==> config.mk <==
export PLATFORM = sky130hd
export DESIGN_NAME = servo_ramp_ctrl
export DESIGN_NICKNAME = d
export VERILOG_FILES = /design/src/rtl/servo_ramp_ctrl.sv
export SDC_FILE = /design/constraint.sdc
export NUM_CORES = 1
export LEC_CHECK = 0
export BUFFER_PORTS_ARGS = -buffer_cell sky130_fd_sc_hd__buf_2
export CORE_AREA = 2 2 173 124
export CTS_CLUSTER_SIZE = 20
export DETAILED_ROUTE_END_ITERATION = 16
export DIE_AREA = 0 0 175 126
export PLACE_DENSITY = 0.68
export SKIP_CTS_REPAIR_TIMING = 1
export SLEW_MARGIN = 0
export SYNTH_ARGS = -nofsm -noshare
export SYNTH_HDL_FRONTEND = slang
export SYNTH_SLANG_ARGS = --single-unit
==> constraint.sdc <==
create_clock -name clk -period 8.55 [get_ports clk]
set_input_delay 0.855 -clock clk [delete_from_list [all_inputs] [get_ports clk]]
set_output_delay 0.855 -clock clk [all_outputs]
set_load 0.05 [all_outputs]
==> src/rtl/servo_ramp_ctrl.sv <==
// servo_ramp_ctrl
// Command stage in front of a period-programmable PWM generator that drives an RC servo.
// It takes an 8-bit position command and maps it to a target pulse width in microseconds.
// The current pulse width then slews toward that target by at most STEP_US per PWM frame.
// Duty is only ever rewritten on the last clock of a frame, so the PWM stage picks up
// each new value from the very first count of the next frame.
module servo_ramp_ctrl #(
   parameter int SYS_FREQ  = 125,    // clk counts per microsecond
   parameter int PERIOD_US = 20000,  // PWM frame length in microseconds
   parameter int MIN_US    = 500,    // pulse width for cmd_pos = 0
   parameter int MAX_US    = 2500,   // end of the span; cmd_pos = 255 lands just below it
   parameter int STEP_US   = 10      // largest pulse-width change per frame, at least 1
) (
   input  logic        clk,
   input  logic        reset_n,
   input  logic        cmd_valid,
   output logic        cmd_ready,
   input  logic [7:0]  cmd_pos,
   output logic [26:0] duty,
   output logic [26:0] pwm_period,
   output logic        period_tick,
   output logic        at_target
);

   // ------------------------------------------------------------------
   // Derived constants
   // ------------------------------------------------------------------
   localparam int PERIOD_CNT = SYS_FREQ * PERIOD_US;
   localparam int FCNT_W     = $clog2(PERIOD_CNT);
   localparam int US_W       = 16;
   localparam int SPAN_US    = MAX_US - MIN_US;
   localparam int CTR_US     = (MIN_US + MAX_US) / 2;

   localparam logic [26:0]       C_PERIOD    = 27'(PERIOD_CNT);
   localparam logic [26:0]       C_CTR_DUTY  = 27'(CTR_US * SYS_FREQ);
   localparam logic [US_W-1:0]   C_CTR_US    = US_W'(CTR_US);
   localparam logic [US_W-1:0]   C_MIN_US    = US_W'(MIN_US);
   localparam logic [US_W-1:0]   C_STEP_US   = US_W'(STEP_US);
   localparam logic [19:0]       C_SPAN_US   = 20'(SPAN_US);
   localparam logic [FCNT_W-1:0] C_FCNT_LAST = FCNT_W'(PERIOD_CNT - 1);
   localparam logic [FCNT_W-1:0] C_FCNT_PRE  = FCNT_W'(PERIOD_CNT - 2);
   localparam logic [FCNT_W-1:0] C_FCNT_ONE  = FCNT_W'(1);

   typedef enum logic [0:0] {
      ST_IDLE = 1'b0,
      ST_RAMP = 1'b1
   } state_t;

   // ------------------------------------------------------------------
   // Registers
   // ------------------------------------------------------------------
   logic [FCNT_W-1:0] r_fcnt;
   logic              r_period_tick;
   state_t            r_state;
   logic [US_W-1:0]   r_cur_us;
   logic [US_W-1:0]   r_tgt_us;
   logic [26:0]       r_duty;
   logic              r_cmd_ready;
   logic              r_at_target;

   // ------------------------------------------------------------------
   // Combinational helpers
   // ------------------------------------------------------------------
   logic [19:0]     w_prod;
   logic [US_W-1:0] w_map_us;
   logic [US_W-1:0] w_up_gap;
   logic [US_W-1:0] w_dn_gap;
   logic [US_W-1:0] w_next_us;
   logic [26:0]     w_next_duty;
   logic            w_cmd_accept;

   // Linear map of 0..255 onto MIN_US..MAX_US; the >>8 makes 255 land one LSB short of MAX_US.
   assign w_prod   = 20'(cmd_pos) * C_SPAN_US;
   assign w_map_us = C_MIN_US + US_W'(w_prod >> 8);

   assign w_up_gap = r_tgt_us - r_cur_us;
   assign w_dn_gap = r_cur_us - r_tgt_us;

   assign w_cmd_accept = cmd_valid && r_cmd_ready;

   // Next pulse width: a full STEP_US toward target, or land exactly on it when closer than that.
   always_comb begin
      w_next_us = r_tgt_us;
      if (r_tgt_us > r_cur_us) begin
         if (w_up_gap > C_STEP_US) begin
            w_next_us = r_cur_us + C_STEP_US;
         end
      end else if (r_cur_us > r_tgt_us) begin
         if (w_dn_gap > C_STEP_US) begin
            w_next_us = r_cur_us - C_STEP_US;
         end
      end
   end

   assign w_next_duty = 27'(w_next_us) * 27'(SYS_FREQ);

   // Frame counter and its end-of-frame pulse; the tick is pre-decoded one count early so the
   // registered pulse lines up exactly with the last count of the frame.
   always_ff @(posedge clk) begin
      if (!reset_n) begin
         r_fcnt        <= '0;
         r_period_tick <= 1'b0;
      end else begin
         if (r_fcnt == C_FCNT_LAST) begin
            r_fcnt <= '0;
         end else begin
            r_fcnt <= r_fcnt + C_FCNT_ONE;
         end
         r_period_tick <= (r_fcnt == C_FCNT_PRE);
      end
   end

   // Command/ramp FSM with registered handshake, status and duty outputs.
   always_ff @(posedge clk) begin
      if (!reset_n) begin
         r_state     <= ST_IDLE;
         r_cur_us    <= C_CTR_US;
         r_tgt_us    <= C_CTR_US;
         r_duty      <= C_CTR_DUTY;
         r_cmd_ready <= 1'b0;
         r_at_target <= 1'b1;
      end else begin
         case (r_state)
            ST_IDLE: begin
               r_cmd_ready <= 1'b1;
               // A command landing on a tick edge is only latched here; the first step waits
               // for the following tick, because stepping only happens in RAMP.
               if (w_cmd_accept) begin
                  r_tgt_us <= w_map_us;
                  if (w_map_us != r_cur_us) begin
                     r_state     <= ST_RAMP;
                     r_at_target <= 1'b0;
                     r_cmd_ready <= 1'b0;
                  end
               end
            end

            ST_RAMP: begin
               // New commands are held off (not dropped) until the target is reached.
               r_cmd_ready <= 1'b0;
               if (r_period_tick) begin
                  r_cur_us <= w_next_us;
                  r_duty   <= w_next_duty;
                  if (w_next_us == r_tgt_us) begin
                     r_state     <= ST_IDLE;
                     r_at_target <= 1'b1;
                     r_cmd_ready <= 1'b1;
                  end
               end
            end

            default: begin
               r_state     <= ST_IDLE;
               r_cmd_ready <= 1'b0;
            end
         endcase
      end
   end

   // ------------------------------------------------------------------
   // Outputs
   // ------------------------------------------------------------------
   assign cmd_ready   = r_cmd_ready;
   assign duty        = r_duty;
   assign pwm_period  = C_PERIOD;
   assign period_tick = r_period_tick;
   assign at_target   = r_at_target;

endmodule

==> Word level (Yosys, flattened, before mapping) <==
Index checks and enable logic that the tools add are counted.
{ "word_totals": {"elab_cells": 54, "in_bits": 11, "reg_bits": 81, "output_inout_bits": 57} }
{ "op_classes": {"bitwise_logic": 2, "reduce_logical": 5, "n_mux": 19, "n_eq_ne": 8, "n_mul": 2, "n_addsub": 6, "order_cmp": 4} }
{ "ops": {"columns": ["op", "n"], "rows": [
  ["16-bit 2-to-1 mux", 4],
  ["22-bit equality test (second input constant)", 2],
  ["16-bit > comparator", 2],
  ["16-bit by 4-bit > comparator with 1-bit output (second input constant)", 2],
  ["16-bit subtractor", 2],
  ["16-bit by 7-bit multiplier with 23-bit output (second input constant)", 1],
  ["22-bit by 1-bit adder with 22-bit output (second input constant)", 1],
  ["16-bit by 4-bit adder with 16-bit output (second input constant)", 1],
  ["16-bit equality test", 1],
  ["12-bit by 16-bit != test with 1-bit output", 1],
  ["16-bit by 4-bit subtractor with 16-bit output (second input constant)", 1],
  ["8-bit by 7-bit multiplier with 15-bit output (second input constant)", 1],
  ["9-bit by 11-bit adder with 12-bit output (first input constant)", 1],
  ["1-bit 2-to-1 mux", 12],
  ["2-bit != test (second input constant)", 3],
  ["1-bit case mux with 2 select lines", 3],
  ["2-bit AND reduction", 2],
  ["4-bit AND reduction", 1],
  ["2-bit by 1-bit != test with 1-bit output (second input constant)", 1],
  ["1-bit inverter", 2],
  ["2-bit OR reduction", 1],
  ["1-bit logical AND", 1]
]} }

==> Depth between registers and ports, before layout <==
{ "depth": {"word_depth": 9, "ltp_mapped": 33, "mapped_depth_nobuf": 31} }

==> Worst setup path after synthesis <==
No wires, ideal clock.
{ "synth_timing": {"path_type": "reg-to-reg", "startpoint": "register r_cur_us[1]", "endpoint": "register r_duty[17], in the netlist duty[17]", "required_ns": 8.409, "setup_ns": 0.141, "path_slack_ns": 0.668, "path_buffers": 2, "stages_incl_launch_ff": 31, "period_less_slack_ns": 7.882, "arrival_time_ns": 7.741, "cell_sequence": "dfxtp_1 > clkbuf_1 > inv_1 > fa_1 > a21oi_1 > o211ai_1 > a21o_1 > a2111oi_0 > o2111ai_1 > nor4b_4 > nor2_2 > or2_1 > buf_6 > o21ai_1 > inv_1 > ha_1 > inv_1 > fa_1 > fa_1 > fa_1 > inv_1 > ha_1 > nand2_1 > o21ai_0 > o41ai_1 > o21ai_0 > o41ai_1 > inv_1 > a21oi_1 > xor2_1 > o211ai_1"} }
{ "synth_via": {"elab_chain_len": 6, "word_cells_on_any_way": 13, "cone_classes": "add/sub: 4; mul: 1; order compare: 4; mux: 4"} }
{ "synth_rtl": {"columns": ["element", "line_no", "rtl"], "rows": [
  ["from (decl)", "55", "logic [US_W-1:0] r_cur_us;"],
  ["from (signal assigned)", "142", "r_cur_us <= w_next_us;"],
  ["16-bit subtractor", "77", "assign w_dn_gap = r_cur_us - r_tgt_us;"],
  ["16-bit by 4-bit > comparator with 1-bit output", "89", "if (w_dn_gap > C_STEP_US) begin"],
  ["16-bit 2-to-1 mux", "89", null],
  ["16-bit 2-to-1 mux", "88", "end else if (r_cur_us > r_tgt_us) begin"],
  ["16-bit 2-to-1 mux (*)", "84", "if (r_tgt_us > r_cur_us) begin"],
  ["named net w_next_us[6]", "68", "logic [US_W-1:0] w_next_us;"],
  ["16-bit by 7-bit multiplier with 23-bit output (*)", "95", "assign w_next_duty = 27'(w_next_us) * 27'(SYS_FREQ);"],
  ["to (signal assigned)", "143", "r_duty <= w_next_duty;"],
  ["to (decl)", "57", "logic [26:0] r_duty;"]
]} }
Mark *: on every way through the listed nets, which the timed path passes. The rest lies on a longest branch.
A chain may end at the register's enable or synchronous reset.

==> Worst setup path after layout <==
{ "layout_timing": {"startpoint": "register r_tgt_us[0]", "endpoint": "register r_duty[17], in the netlist duty[17]"} }
{ "layout_via": {"elab_chain_len": 6, "word_cells_on_any_way": 11, "cone_classes": "add/sub: 2; mul: 1; order compare: 4; mux: 4"} }
{ "layout_rtl": {"columns": ["element", "line_no", "rtl"], "rows": [
  ["from (decl)", "56", "logic [US_W-1:0] r_tgt_us;"],
  ["from (signal assigned)", "129", "r_tgt_us <= w_map_us;"],
  ["16-bit subtractor", "77", null],
  ["16-bit by 4-bit > comparator with 1-bit output", "89", null],
  ["16-bit 2-to-1 mux", "89", null],
  ["16-bit 2-to-1 mux", "88", null],
  ["16-bit 2-to-1 mux (*)", "84", null],
  ["named net w_next_us[2]", "68", null],
  ["16-bit by 7-bit multiplier with 23-bit output (*)", "95", null]
]} }
Marks and branches as above.

==> results.json <==
{
  "crit_buf_inv": 10,
  "cp_data_required_time_ns": 8.76,
  "worst_pin_slew_ns": 1.110,
  "reg2reg_to": "duty[17]$_SDFFE_PN1P_",
  "crit_path_end_kind": "flop",
  "coreArea_mm2": 0.02042,
  "avgViaCountPerCell": 5.663,
  "place_congestion": 0.9688,
  "numPortBuffers": 36,
  "chipHeight_um": 126,
  "die_x_um": 175,
  "fin_ws_ns": 0.4071,
  "holdCritStartpoint": "duty[16]$_SDFFE_PN0P_",
  "post_drt_wl_per_cell_um": 17.35,
  "die_area_mm2": 0.02205,
  "timing.final.crit_period_ns": 8.143,
  "pre_cts_slack_ns": 0.2073,
  "firstDrtPassIters": 5,
  "nets": 1464,
  "slew_headroom": 0.2530,
  "worstHoldEndpoint": "duty[16]$_SDFFE_PN0P_",
  "clockBufferDepth": 2,
  "post-route-period-util": 0.9524,
  "clk_latency_ns": 0.35,
  "syn_area_mm2": 0.01010,
  "status": "finished clean",
  "clk_pin_slew_ns": 0.07,
  "synth_top_flop_cell": "dfxtp_1",
  "cp_max_fo": 6,
  "drc": 0,
  "max_freq_ghz": 0.1228,
  "crit_slowest_cell": "fa_1",
  "slew_viol_final": 0,
  "tritoncts": "built",
  "drt_iter0_markers": 735,
  "routed_wl_um": 26740,
  "path_delay_family": "compound AO/OA/AOI/OAI gates",
  "dp_cells": 1523,
  "antenna_found_initial": 0,
  "max_stage_delay_ns": 0.52,
  "ys_seq_area_frac": 0.1486,
  "synth-async-reset-ratio": 0,
  "cp-start-kind": "flop",
  "r2r-start": "r_tgt_us[0]$_SDFFE_PN0P_",
  "finalNonFillerCells": 1541,
  "r2r_cells": 33,
  "hpwl_um": 21490,
  "ys_ff_latch": 75,
  "grt_overflow": 0,
  "cts.sinks": 75,
  "grt_max_degree": 53,
  "min_path_type": "flop to flop",
  "grt_pass1_wl_um": 43770,
  "area_growth_pct": 7.986,
  "whs_path_depth": 2,
  "vias": 8726,
  "syn_avg_cell_area_um2": 8.242,
  "ant_nets": 0,
  "syn_inst": 1226,
  "htree_levels": 3,
  "finalClockSkew_ns": 0.007706,
  "r2r_slack_ns": 0.41,
  "fillers": 2004,
  "rows": 44,
  "grt_pass1_vias": 8305,
  "initial_core_util": 0.4947,
  "yosysWarnings": 0,
  "synth_edf_count": 0,
  "critPathKind": "flop to flop",
  "io_pins": 68,
  "track_usage": 0.2498,
  "drive_above_1_share": 0.1067,
  "finalHoldViolations": 0,
  "cts_root_buf": "clkbuf_16",
  "setup_viol": 0,
  "synth_cell_types": 86,
  "numCtsBuffers": 9,
  "crit_arrival_ns": 8.35,
  "cpMostUsedCell": "inv_1",
  "drv_cap": 0,
  "num_antenna_cells": 0
}
-- how the worst max path moves through the flow --
stage                                         from               endpoint  slack [ns]  cells after the start
after floorplan           r_cur_us[1]$_SDFFE_PN0P_  duty[17]$_SDFFE_PN1P_        0.67                     30
after global placement    r_cur_us[9]$_SDFFE_PN0P_  duty[22]$_SDFFE_PN0P_        0.30                     30
after detailed placement  r_cur_us[0]$_SDFFE_PN0P_  duty[17]$_SDFFE_PN1P_        0.21                     30
after CTS                 r_cur_us[0]$_SDFFE_PN0P_  duty[17]$_SDFFE_PN1P_        0.14                     30
after global routing      r_tgt_us[0]$_SDFFE_PN0P_  duty[22]$_SDFFE_PN0P_       -0.07                     33
final                     r_tgt_us[0]$_SDFFE_PN0P_  duty[17]$_SDFFE_PN1P_        0.41                     33
-- Yosys cell counts (14+ instances only) --
library cell  instances  area [um2]
o21ai_0              56       280.3
xor2_1               39       341.6
nand3_1              36       180.2
nand4_1              14       87.58
fa_1                 75        1501
a21oi_1              70       350.3
inv_1               141       529.3
clkbuf_1             28       105.1
xnor2_1              66       578.1
nand2_1             101       379.1
nor2_1               83       311.6
dfxtp_1              75        1501
o211ai_1             25       187.7
ha_1                118        1476
nor3_1               33       165.2
buf_4                35       262.8
-- logic make-up (layout without fill, tap and decap cells) --
group                    after synthesis  count (layout)  synth area share
AND/OR/NAND/NOR                      346             346            0.1680
AO/OA/AOI/OAI                        272             272            0.1841
buffers and inverters                222             232            0.1000
adder cells (fa/ha/maj)              193             193            0.2947
XOR/XNOR                             106             106           0.09324
flip-flops                            75              75            0.1486
multiplexers                          10              10           0.01052
other                                  2              31         0.0007432
-- sequential cells by signal, indices dropped and copies added (netlist names) --
register     flops
r_state          1
duty            21
at_target        1
r_tgt_us        12
r_fcnt          22
r_cur_us        16
cmd_ready        1
period_tick      1
-- metrics by stage --
step	utilization	hold slack (ns)	area, um2	setup TNS, ns
2_1_floorplan	-	0.4372	10210	0
3_3_place_gp	0.5156	0.4383	10530	0
3_5_place_dp	0.5156	0.4413	10530	0
4_1_cts	0.5303	0.4506	10830	0
5_1_grt	0.5342	0.4790	10910	-0.1049
6_report	0.5342	0.4464	10910	0
-- cell usage in the layout (no fill, tap or decap), drive strengths merged, types with 8 or more instances in the layout --
master / instances
nor2: 85
o21a: 8
xnor2: 66
ha: 118
dfxtp: 75
conb: 31
nand2b: 10
and3: 10
a211oi: 13
xor2: 39
nand3: 36
nor3: 33
and2: 8
a21o: 12
inv: 148
nand2: 101
nor4: 8
or3: 11
clkbuf: 9
o211ai: 25
a21oi: 74
o21ai: 63
fa: 75
nand4: 15
mux2i: 8
buf: 73
-- worst register-to-register path: cells and delay by family (launching register included) --
family,cells,cell delay [ns]
compound gates,13,3.00
xor+xnor,1,0.17
fa+ha+maj,7,2.92
buf+inv,10,1.09
flops,1,0.39
simple gates,2,0.43
-- per-layer routing --
layer	share of wire	up-vias	wire, um	GRT usage
met5	0	-	0	0
met2	0.40	295	10730	0.3567
met1	0.51	4170	13750	0.3833
met3	0.071	29	1887	0.04952
li1	-	4232	-	-
met4	0.014	0	372	0.05931
-- area by class of cell --
type | count | area, um2 | area share
clock buffer | 9 | 225.2 | 0.02064
timing repair buffer | 73 | 457.9 | 0.04197
clock inverter | 7 | 75.07 | 0.006880
multi-input combinational | 958 | 7767 | 0.7118
sequential | 75 | 1504 | 0.1378
inverter | 143 | 536.8 | 0.04919
tap | 276 | 345.3 | 0.03165
Power is left out: the tool's default activity adds up to more than one toggle a clock period on the data nets, which glitch-free logic cannot reach.
